==> config.mk <==
export PLATFORM = sky130hd
export DESIGN_NAME = lc3_regfile_cc
export DESIGN_NICKNAME = d
export VERILOG_FILES = /design/src/rtl/lc3_pkg.sv /design/src/rtl/lc3_cc_gen.sv /design/src/rtl/lc3_regfile_cc.sv
export SDC_FILE = /design/constraint.sdc
export NUM_CORES = 1
export LEC_CHECK = 0
export CAP_MARGIN = 15
export CORE_UTILIZATION = 53
export DETAILED_ROUTE_END_ITERATION = 6
export PLACE_DENSITY = 0.73
export SLEW_MARGIN = 20
export SYNTH_ARGS = -nofsm -noshare
export SYNTH_HDL_FRONTEND = slang
export SYNTH_HIERARCHICAL = 1
export SYNTH_SLANG_ARGS = --single-unit
export TNS_END_PERCENT = 50
==> constraint.sdc <==
create_clock -name clk -period 15.35 [get_ports clk]
set_clock_uncertainty 0.15 [all_clocks]
set_input_delay 3.8375 -clock clk [delete_from_list [all_inputs] [get_ports clk]]
set_output_delay 3.8375 -clock clk [all_outputs]
set_load 0.05 [all_outputs]
==> src/rtl/lc3_pkg.sv <==
// Shared LC-3 datapath constants: data/register-index widths, NZP bit positions
// and the condition-code type used by every stage that produces or consumes NZP.
package lc3_pkg;

  localparam int LC3_DATA_W     = 16;
  localparam int LC3_REG_ADDR_W = 3;

  localparam int CC_N = 2;
  localparam int CC_Z = 1;
  localparam int CC_P = 0;

  typedef logic [2:0] nzp_t;

  localparam nzp_t CC_RESET = 3'b010;

endpackage

==> src/rtl/lc3_cc_gen.sv <==
// Combinational NZP encoder: classifies a two's-complement value as negative,
// zero or positive. Exactly one output bit is ever set.
module lc3_cc_gen
  import lc3_pkg::*;
#(
  parameter int DATA_W = LC3_DATA_W
) (
  input  logic [DATA_W-1:0] value,
  output logic [2:0]        nzp
);

  // NOTE: every output of an always_comb gets a default first so no path can
  // leave it unassigned and infer a latch.
  always_comb begin
    nzp = '0;
    if (value == '0)
      nzp[CC_Z] = 1'b1;
    else if (value[DATA_W-1])
      nzp[CC_N] = 1'b1;
    else
      nzp[CC_P] = 1'b1;
  end

endmodule

==> src/rtl/lc3_regfile_cc.sv <==
// LC-3 register file R0-R7 with NZP condition codes and BR condition evaluation.
// Optional build macro REGFILE_BYPASS_EN forwards the in-flight write to the read ports.
module lc3_regfile_cc
  import lc3_pkg::*;
#(
  parameter int         DATA_W   = LC3_DATA_W,
  parameter int         ADDR_W   = LC3_REG_ADDR_W,
  parameter logic [2:0] RESET_CC = CC_RESET
) (
  input  logic              clk,
  input  logic              rst,
  input  logic [ADDR_W-1:0] sr1_addr,
  input  logic [ADDR_W-1:0] sr2_addr,
  output logic [DATA_W-1:0] sr1_data,
  output logic [DATA_W-1:0] sr2_data,
  input  logic              wr_en,
  input  logic [ADDR_W-1:0] dr_addr,
  input  logic [DATA_W-1:0] wr_data,
  input  logic              ld_cc,
  output logic [2:0]        nzp,
  input  logic [2:0]        br_nzp,
  output logic              br_taken
);

  localparam int NUM_REGS = 2 ** ADDR_W;

  logic [DATA_W-1:0] regs [0:NUM_REGS-1];
  nzp_t              nzp_q;
  nzp_t              cc_next;

  lc3_cc_gen #(.DATA_W(DATA_W)) u_cc_gen (
    .value (wr_data),
    .nzp   (cc_next)
  );

  // NOTE: this storage is cleared by reset, so it maps to flops rather than a
  // RAM macro; sequential state uses non-blocking assignments only.
  always_ff @(posedge clk or posedge rst) begin
    if (rst) begin
      for (int i = 0; i < NUM_REGS; i++) regs[i] <= '0;
    end else if (wr_en) begin
      regs[dr_addr] <= wr_data;
    end
  end

  always_ff @(posedge clk or posedge rst) begin
    if (rst)
      nzp_q <= RESET_CC;
    else if (ld_cc)
      nzp_q <= cc_next;
  end

`ifdef REGFILE_BYPASS_EN
  // Forwarding is suppressed during reset so a held write cannot leak out.
  always_comb begin
    sr1_data = regs[sr1_addr];
    sr2_data = regs[sr2_addr];
    if (wr_en && !rst && (sr1_addr == dr_addr)) sr1_data = wr_data;
    if (wr_en && !rst && (sr2_addr == dr_addr)) sr2_data = wr_data;
  end
`else
  assign sr1_data = regs[sr1_addr];
  assign sr2_data = regs[sr2_addr];
`endif

  // Branch decision uses committed codes only, never the value being written.
  assign nzp      = nzp_q;
  assign br_taken = |(br_nzp & nzp_q);

endmodule

After elaboration in Yosys (flattened, before gate mapping)
Cells that the tools add are included.

operators by class
  bitwise operators = 4
  muxes and demuxes = 14
  order comparisons = 4
  reduce and logical (&&, ||, !) cells = 3

operators with widths
  kind                                                                   count
  128-bit bitwise mux                                                    1
  16-bit binary-select mux with 3-bit select                             2
  16-bit two-way mux                                                     5
  16-bit demux with 3-bit select                                         1
  16-bit logical NOT                                                     1
  4-bit >= comparator (second input constant)                            3
  3-bit NOT with 4-bit output                                            3
  1-bit two-way mux                                                      5
  4-bit by 1-bit < comparator with 1-bit output (second input constant)  1
  3-bit AND                                                              1
  3-bit OR reduction                                                     1
  1-bit logical AND                                                      1

storage, ports and cells
  logic and storage cells = 34
  output and inout bits = 36
  flip-flop bits (word level) = 131

Logic depth before layout (Yosys ltp)
Gate-level depths: netlist (run 1).

  word-level depth = 6
  gate-level depth with buffers = 5

Hierarchy
Netlist (run 1), hierarchy kept.

modules (own cells, without submodules)
  module          cells each  instances  area an instance (µm²)
  lc3_regfile_cc  404         1          7164.4
  lc3_cc_gen      7           1          71.3

Least setup slack after synthesis (run 1)
Ideal clock, no wire load.

  path type = input to output
  start = in sr2_addr[0]
  end = out sr2_data[12]
  buffers on the path = 2
  cell stages on the path = 4
  data arrival time = 4.996 ns
  data required time = 11.363 ns
  setup slack = 6.366 ns
  path through = buf_6 buf_6 mux4_1 mux2_2

on the way
  word-level cells in the longest chain between the ends = 4

RTL lines
  element                                                 RTL line              text
  start, declared                                         lc3_regfile_cc.sv:13  input logic [ADDR_W-1:0] sr2_addr,
  3-bit NOT with 4-bit output (not written as such)       lc3_regfile_cc.sv:63  assign sr2_data = regs[sr2_addr];
  16-bit binary-select mux with 3-bit select              lc3_regfile_cc.sv:63
  16-bit two-way mux (not written as such) (2 in series)  lc3_regfile_cc.sv:63
  end, declared                                           lc3_regfile_cc.sv:15  output logic [DATA_W-1:0] sr2_data,

No other way between the ends. The select of a mux whose other input is x is not followed.

Final worst setup path (run 1)
  start = in sr2_addr[0]
  end = out sr2_data[8]

The elaborated chain is that of the path after synthesis.

==> flow_metrics.env, run 1 <==
export IMPL_seq_area_um2=3279
export IMPL_vias=4176
export IMPL_static_leakage_power_uw=0.003574
export IMPL_drt_first_pass_iters=4
export IMPL_cts_htree_levels=4
export IMPL_layout_nets=498
export IMPL_maxSlewViolCount=0
export IMPL_syn_area_um2=7236
export IMPL_cts_made_buffers=17
export IMPL_drc=0
export IMPL_synthTopCellsByArea="dfrtp_1 45%, mux2_2 24%, mux4_1 17%"
export IMPL_tritoncts="done"
export IMPL_drt_total_wl_um=16260
export IMPL_rsz0062_at_grt="no"
export IMPL_clk_pin_slew_ns=0.05
export IMPL_fin_cells=655
export IMPL_slew_headroom=0.2411
export IMPL_ys_warn_count=6
export IMPL_gr_total_overflow=0
export IMPL_yosysUniqueCellTypes=22
export IMPL_clk_latency_ns=0.42
export IMPL_vdd_drop_max_v=0.0001074
export IMPL_die_x_um=118.8
export IMPL_antenna_found_initial=0
export IMPL_cts_buffer_depth=2
export IMPL_clock_sinks=131
export IMPL_syn_to_final_growth_pct=17.95
export IMPL_setup_viol=0
export IMPL_cp_start_kind="primary input"
export IMPL_post_cts_resized=0
export IMPL_hold_violations=0
export IMPL_status="finished clean"
export IMPL_synth_nets=443
export IMPL_path_max_fanout=32
export IMPL_finalSetupTns_ns=0
export IMPL_drive_gt1_frac=0.4656
export IMPL_synth_seq_cells=131
export IMPL_root_buffer="clkbuf_16"
export IMPL_grt_pass1_wl_um=26190
export IMPL_nFillCells=954
export IMPL_place_inst=623
export IMPL_design_die_area_um2=14120
export IMPL_ios=68
export IMPL_detail_route_antenna_nets=0
export IMPL_portBuffers=67
export IMPL_yosysTopAreaCellShare=0.4496
export IMPL_postSynthCellCount=411
export IMPL_first_iter_violations=218
export IMPL_hold_class="reg -> reg"
export IMPL_critical_path_class="in -> out"
export IMPL_yosysSeqAreaShare=0.4532
export IMPL_initial_core_util=0.5442
export IMPL_worstPathArrival_ns=6.27
export IMPL_diodes=0
export IMPL_gp_congestion=0.7352
export IMPL_coreArea_um2=13300
export IMPL_rows=42
export IMPL_p_per_area_nw_per_um2=150.5
export IMPL_postCtsSetupRepairBufs=0
export IMPL_via_per_inst=6.376
export IMPL_hold_buffers=0
export IMPL_synth_area_per_cell_um2=17.61
export IMPL_required_ns=11.36
export IMPL_grt_pass1_vias=4504
export IMPL_min_period_over_period=0.6684
export IMPL_dieHeight_um=118.8
export IMPL_cap_viol_max_count=0
export IMPL_synth_top_area_cell="dfrtp_1"
export IMPL_wl_per_cell_um=24.83
export IMPL_grt_usage=0.2549
export IMPL_fmax_mhz=97.46
export IMPL_worst_slew_pin_slew_ns=1.135
export IMPL_fin_crit_ns=10.26
export IMPL_worstSetupEndpointType="primary output"
export IMPL_place_hpwl_um=9310
export IMPL_multi_input_area_um2=3684
export IMPL_grt_max_degree=74
[cell families after synthesis]
group | share of synthesized area
simple gates | 0.02352
mux | 0.4767
compound gates | 0.002594
buf+inv | 0.04392
flops | 0.4532
[critical path, stage by stage]
cell             delay (ns)
buf_2                  0.72
mux4_1                 0.67
mux2_2                 0.28
clkdlybuf4s50_1        0.70
[cells in the final DEF, fill, tap and decap left out, drive strengths merged]
cell and n:
a41oi 1, and4 1, mux2 163, nor4b 1, nor4bb 3, bufinv 5
mux4 64, inv 2, dfrtp 130, clkinvlp 2, nand4b 3, clkinv 2
nor4 4, a222oi 1, clkdlybuf4s50 63, nand4 1, clkbuf 23, dfstp 1
buf 9
[where the power goes]
part | switching (uW) | internal [uW] | total (uW)
Clock | 148 | 301 | 448
Combinational | 175 | 189 | 364
Sequential | 51.2 | 421 | 472
[worst paths after layout]
path	start	end	slack (ns)	depth (start not counted)
hold reg to reg	regs[115]	regs[115]	0.35	1
setup reg to reg	regs[117]	regs[117]	14.39	1
hold / removal	regs[115]	regs[115]	0.35	1
min in group asynchronous	rst	regs[7]	3.81	2
setup / recovery	sr2_addr[0]	sr2_data[8]	5.09	4
max in group asynchronous	rst	regs[125]	9.94	3
[cells in the mapped netlist, drive strengths merged]
cell    number
and4         1
dfstp        1
a41oi        1
inv          2
mux2       163
a222oi       1
nand4b       3
nor4         4
mux4        64
nor4bb       3
dfrtp      130
nor4b        1
buf         33
nand4        1
clkbuf       3
[sequential cells by signal, indices dropped and copies added (netlist names)]
signal and flops:
nzp 3, regs 128
[through the flow]
stage | hold slack [ns] | total power, uW | setup slack (ns) | util | area, um2
after detailed placement | 0.3365 | 842.1 | 5.050 | 0.5928 | 7881
after global routing | 0.3737 | 1341 | 5.016 | 0.6419 | 8534
after global placement | 0.3248 | 828.8 | 5.086 | 0.5928 | 7881
final | 0.3478 | 1285 | 5.090 | 0.6419 | 8534
after CTS | 0.3497 | 1297 | 5.056 | 0.6419 | 8534
after floorplan | 0.3153 | 738.1 | 6.366 | - | 7236
[layout make-up]
class | count | share of cell area
Tap cell | 176 | 0.02580
Clock inverter | 9 | 0.02052
Inverter | 2 | 0.001173
Multi-Input combinational cell | 242 | 0.4316
Sequential cell | 131 | 0.3843
Timing Repair Buffer | 72 | 0.08063
Clock buffer | 23 | 0.05600
[routing by layer]
metal  routed length [um]  GRT usage  vias to the layer above
met5                    0          0                        -
met4                  156    0.08070                        0
met3                  791    0.05412                       15
met2                 8149     0.4075                      115
met1                 7165     0.3516                     2263
li1                     -          -                     1783
Note: power is estimated with default switching activity, not from simulation.
==> inputs of run 2 (changes only) <==
--- a/config.mk
+++ b/config.mk
@@ -6,9 +6,9 @@
 export NUM_CORES = 1
 export LEC_CHECK = 0
 export CAP_MARGIN = 15
-export CORE_UTILIZATION = 53
+export CORE_UTILIZATION = 52
 export DETAILED_ROUTE_END_ITERATION = 6
-export PLACE_DENSITY = 0.73
+export PLACE_DENSITY = 0.74
 export SLEW_MARGIN = 20
 export SYNTH_ARGS = -nofsm -noshare
 export SYNTH_HDL_FRONTEND = slang
==> constraint.sdc (replaced) <==
create_clock -name clk -period 9.19 [get_ports clk]
set_clock_uncertainty 0.15 [all_clocks]
set_input_delay 2.2975 -clock clk [delete_from_list [all_inputs] [get_ports clk]]
set_output_delay 2.2975 -clock clk [all_outputs]
set_load 0.05 [all_outputs]
==> run 2 against run 1 <==
Die area is 1.9% higher. Cell area is 0.91% lower. Combinational power is 67% higher. Critical path depth is 1 higher. Clock-buffer cell count stayed put. Cell count is 0.15% higher. Setup slack worse by 3.2 ns. Global-route usage is 1.8 points lower. Sequential power is 68% higher. Via count is 0.79% lower. Utilization is 1.1 points lower. Critical endpoint unchanged. Largest cell class unchanged.
==> flow_metrics.env, run 2 (synthesis results as in run 1) <==
export IMPL_first_iter_violations=233
export IMPL_clk_latency_ns=0.41
export IMPL_place_area_um2=7931
export IMPL_grt_max_degree=67
export IMPL_multi_input_area_um2=3684
export IMPL_cp_cell_sequence="clkdlybuf4s50_1 > buf_4 > mux4_1 > mux2_2 > clkdlybuf4s50_1"
export IMPL_via_per_inst=6.316
export IMPL_cts_made_buffers=17
export IMPL_finalSetupTns_ns=0
export IMPL_root_buffer="clkbuf_16"
export IMPL_design_die_area_um2=14390
export IMPL_largest_reg_flops=128
export IMPL_vias=4143
export IMPL_antenna_found_initial=0
export IMPL_grt_pass1_wl_um=24690
export IMPL_worstSetupEndpointType="primary output"
export IMPL_vdd_drop_max_v=0.0001783
export IMPL_hold_class="reg -> reg"
export IMPL_top_register="regs"
export IMPL_die_x_um=120.0
export IMPL_clock_sinks=131
export IMPL_path_max_fanout=32
export IMPL_wl_per_cell_um=24.17
export IMPL_place_ws_ns=1.876
export IMPL_min_period_over_period=0.7957
export IMPL_drt_first_pass_iters=4
export IMPL_hold_slack_ns=0.3615
export IMPL_cap_viol_max_count=0
export IMPL_ios=68
export IMPL_post_cts_resized=0
export IMPL_status="finished clean"
export IMPL_setup_viol=0
export IMPL_power_frac_comb=0.303
export IMPL_required_ns=6.74
export IMPL_fin_ws_ns=1.878
export IMPL_layout_commonest_cell="mux2_2"
export IMPL_diodes=0
export IMPL_hold_violations=0
export IMPL_detail_route_antenna_nets=0
export IMPL_static_leakage_power_uw=0.003539
export IMPL_critPathTopFamily="buffers and inverters"
export IMPL_rsz0062_at_grt="no"
export IMPL_slew_headroom=0.3061
export IMPL_crit_top_cell="clkdlybuf4s50_1"
export IMPL_dieHeight_um=120.0
export IMPL_worst_slew_pin_slew_ns=1.038
export IMPL_rows=42
export IMPL_swShare=0.3036
export IMPL_p_per_area_nw_per_um2=237.6
export IMPL_final_area_um2=8457
export IMPL_seq_area_um2=3279
export IMPL_power_switching_uw=610.0
export IMPL_utilization=0.6311
export IMPL_fin_crit_ns=7.312
export IMPL_worstPathArrival_ns=4.86
export IMPL_power_frac_seq=0.393
export IMPL_cp_start_kind="primary input"
export IMPL_drive_gt1_frac=0.4563
export IMPL_critPathBufInv=3
export IMPL_drc=0
export IMPL_clk_pin_slew_ns=0.05
export IMPL_drt_total_wl_um=15860
export IMPL_maxSlewViolCount=0
export IMPL_crit_slowest_cell="clkdlybuf4s50_1"
export IMPL_fmax_mhz=136.8
export IMPL_hold_buffers=0
export IMPL_tritoncts="done"
export IMPL_critical_path_class="in -> out"
export IMPL_hold_depth=1
export IMPL_portBuffers=67
export IMPL_timing_rr_start="regs[113]"
export IMPL_clkPwrFrac=0.304
export IMPL_layout_nets=502
export IMPL_nFillCells=981
export IMPL_grt_usage=0.2372
export IMPL_r2r_setup_slack_ns=8.23
export IMPL_cts_htree_levels=4
export IMPL_r2r_worst_path_cells=1
export IMPL_postCtsSetupRepairBufs=0
export IMPL_grt_pass1_vias=4300
export IMPL_syn_to_final_growth_pct=16.88
export IMPL_cts_buffer_depth=2
export IMPL_r2r_end="regs[113]"
export IMPL_initial_core_util=0.5400
export IMPL_gr_total_overflow=0
export IMPL_holdCritStartpoint="regs[120]"
export IMPL_coreArea_um2=13400
export IMPL_critPathMaxStageDelay_ns=0.71
export IMPL_place_hpwl_um=9346
export IMPL_final_cell_mix="153 x mux2_2, 130 x dfrtp_1, 67 x clkdlybuf4s50_1, 46 x mux4_1, 18 x mux4_2"
export IMPL_intPower_uw=1399
export IMPL_holdPathEnd="regs[120]"
export IMPL_gp_congestion=0.7294
[run 2: cell types whose count changed in the layout (fill, tap and decap cells not counted), sizes merged]
cell / delta
bufinv: -4
clkdlybuf4s50: +4
clkinv: +2
clkinvlp: -1
[run 2: worst max-delay path by stage]
stage                 from           to  cells past startpoint
2_1_floorplan          rst       nzp[0]                      1
3_3_place_gp   sr2_addr[2]  sr2_data[8]                      5
3_5_place_dp   sr1_addr[0]  sr1_data[7]                      5
4_1_cts        sr2_addr[2]  sr2_data[8]                      5
5_1_grt        sr1_addr[0]  sr1_data[5]                      5
6_report       sr2_addr[2]  sr2_data[8]                      5
[run 2: final cells by class]
cell class / count / share of cell area
timing repair buffer: 76 / 0.08729
clock inverter: 6 / 0.006806
multi-input combinational: 242 / 0.4356
sequential: 131 / 0.3878
clock buffer: 23 / 0.05533
inverter: 2 / 0.001184
tap: 176 / 0.02604
[run 2: layer usage]
metal	wire length, um	part of all wire	track usage	up-vias
met5	0	0	0	-
met4	266	0.017	0.09141	0
met3	739	0.047	0.04943	19
met2	7705	0.49	0.3700	137
met1	7147	0.45	0.3273	2202
li1	-	-	-	1785
[run 2: power groups by stage]
stage	Sequential (uW)	Combinational [uW]	Clock, uW
4_1_cts	788	614	620
3_3_place_gp	783	600	0
6_report	791	608	611
2_1_floorplan	766	467	0
3_5_place_dp	796	611	0
5_1_grt	807	640	646
[run 2: per-stage QoR]
step	instances	total power, uW
global route	656	2092
detailed placement	627	1408
floorplan	411	1233
finish	656	2009
CTS	656	2023
global placement	627	1384
==> inputs of run 3 (changes only) <==
==> constraint.sdc (replaced) <==
create_clock -name clk -period 6.2 [get_ports clk]
set_clock_uncertainty 0.15 [all_clocks]
set_input_delay 1.55 -clock clk [delete_from_list [all_inputs] [get_ports clk]]
set_output_delay 1.55 -clock clk [all_outputs]
set_load 0.05 [all_outputs]
==> run 3 against run 2 <==
First-iteration DRC count down 1.7%. Combinational power rose by 46%. Total power rose by 53%. Die area unchanged. Clock-buffer cell count stayed put. Clock power rose by 65%. Critical path depth is the same. Via count grew 1.6%. Global-route usage is 0.38 points higher. Largest power group unchanged. Highest routed layer unchanged.
==> flow_metrics.env, run 3 (synthesis results as in run 1) <==
export IMPL_status="finished clean"
export IMPL_ios=68
export IMPL_required_ns=4.50
export IMPL_wl_per_cell_um=24.08
export IMPL_setup_viol=0
export IMPL_nFillCells=974
export IMPL_cts_buffer_depth=2
export IMPL_cts_made_buffers=17
export IMPL_gp_congestion=0.7471
export IMPL_drt_total_wl_um=15940
export IMPL_clk_pin_slew_ns=0.06
export IMPL_grt_pass1_wl_um=25250
export IMPL_clock_sinks=131
export IMPL_finalSetupTns_ns=0
export IMPL_fin_crit_ns=5.104
export IMPL_vias=4210
export IMPL_first_iter_violations=229
export IMPL_p_per_area_nw_per_um2=360.4
export IMPL_portBuffers=67
export IMPL_multi_input_area_um2=3684
export IMPL_place_area_um2=7924
export IMPL_fin_cells=662
export IMPL_design_die_area_um2=14390
export IMPL_cap_viol_max_count=0
export IMPL_post_cts_resized=0
export IMPL_worst_slew_pin_slew_ns=0.9452
export IMPL_cp_start_kind="primary input"
export IMPL_largest_reg_flops=128
export IMPL_final_cell_mix="153 x mux2_2, 130 x dfrtp_1, 46 x mux4_1, 40 x buf_4, 35 x clkdlybuf4s50_1"
export IMPL_via_per_inst=6.360
export IMPL_worstPathArrival_ns=3.40
export IMPL_fmax_mhz=195.9
export IMPL_postCtsSetupRepairBufs=0
export IMPL_coreArea_um2=13400
export IMPL_worstSetupEndpointType="primary output"
export IMPL_hold_buffers=0
export IMPL_slew_headroom=0.3699
export IMPL_layout_nets=505
export IMPL_grt_max_degree=77
export IMPL_cts_htree_levels=4
export IMPL_drc=0
export IMPL_seq_area_um2=3279
export IMPL_clk_latency_ns=0.42
export IMPL_tritoncts="done"
export IMPL_root_buffer="clkbuf_16"
export IMPL_maxSlewViolCount=0
export IMPL_top_register="regs"
export IMPL_die_x_um=120.0
export IMPL_final_area_um2=8521
export IMPL_critical_path_class="in -> out"
export IMPL_hold_violations=0
export IMPL_initial_core_util=0.5400
export IMPL_layout_commonest_cell="mux2_2"
export IMPL_dieHeight_um=120.0
export IMPL_hold_class="reg -> reg"
export IMPL_place_hpwl_um=9626
export IMPL_drt_first_pass_iters=5
export IMPL_grt_pass1_vias=4364
export IMPL_grt_usage=0.2409
export IMPL_drive_gt1_frac=0.5288
export IMPL_rsz0062_at_grt="no"
export IMPL_detail_route_antenna_nets=0
export IMPL_gr_total_overflow=0
export IMPL_diodes=0
export IMPL_path_max_fanout=32
export IMPL_antenna_found_initial=0
export IMPL_rows=42
export IMPL_static_leakage_power_uw=0.003634
export IMPL_place_inst=630
export IMPL_syn_to_final_growth_pct=17.76
export IMPL_min_period_over_period=0.8232
export IMPL_vdd_drop_max_v=0.0003414
[run 3: layout make-up]
type / instances / share of cell area
inverter: 2 / 0.001175
timing repair buffer: 79 / 0.08576
multi-input combinational: 242 / 0.4323
sequential: 131 / 0.3849
clock inverter: 9 / 0.01512
tap: 176 / 0.02584
clock buffer: 23 / 0.05492
[run 3: final timing paths]
| path | slack, ns | to | start | cells past startpoint |
|---|---|---|---|---|
| worst max-delay path | 1.10 | sr1_data[15] | sr1_addr[0] | 5 |
| worst min register to register | 0.35 | regs[113] | regs[113] | 1 |
| min in group asynchronous | 1.55 | regs[119] | rst | 2 |
| max in group asynchronous | 3.39 | regs[28] | rst | 3 |
| worst min-delay path | 0.35 | regs[113] | regs[113] | 1 |
| worst max register to register | 5.25 | regs[94] | regs[94] | 1 |
[run 3: report_power, final]
part           internal [uW]  total [uW]  switching, uW
Sequential              1040        1170            130
Clock                    651        1010            360
Combinational            451         886            435
[run 3: metrics by stage]
step	power [uW]	hold slack, ns	utilization	worst slack (ns)
detailed placement	2075	0.3478	0.5913	1.093
finish	3071	0.3543	0.6359	1.096
CTS	3091	0.3601	0.6359	1.082
floorplan	1827	0.3153	-	1.004
global placement	2037	0.3278	0.5913	1.104
global route	3193	0.3771	0.6359	1.041
[run 3: critical path, cell delays in order]
cell and delay, ns:
clkdlybuf4s50_1 0.51, buf_12 0.24, mux4_1 0.61, mux2_2 0.29
buf_4 0.19
[run 3: metal layers]
metal / global-route usage / vias up / part of all wire
met5: 0 / - / 0
met4: 0.07500 / 0 / 0.010
met3: 0.05133 / 13 / 0.053
met2: 0.4012 / 135 / 0.51
met1: 0.3163 / 2274 / 0.42
li1: - / 1788 / -
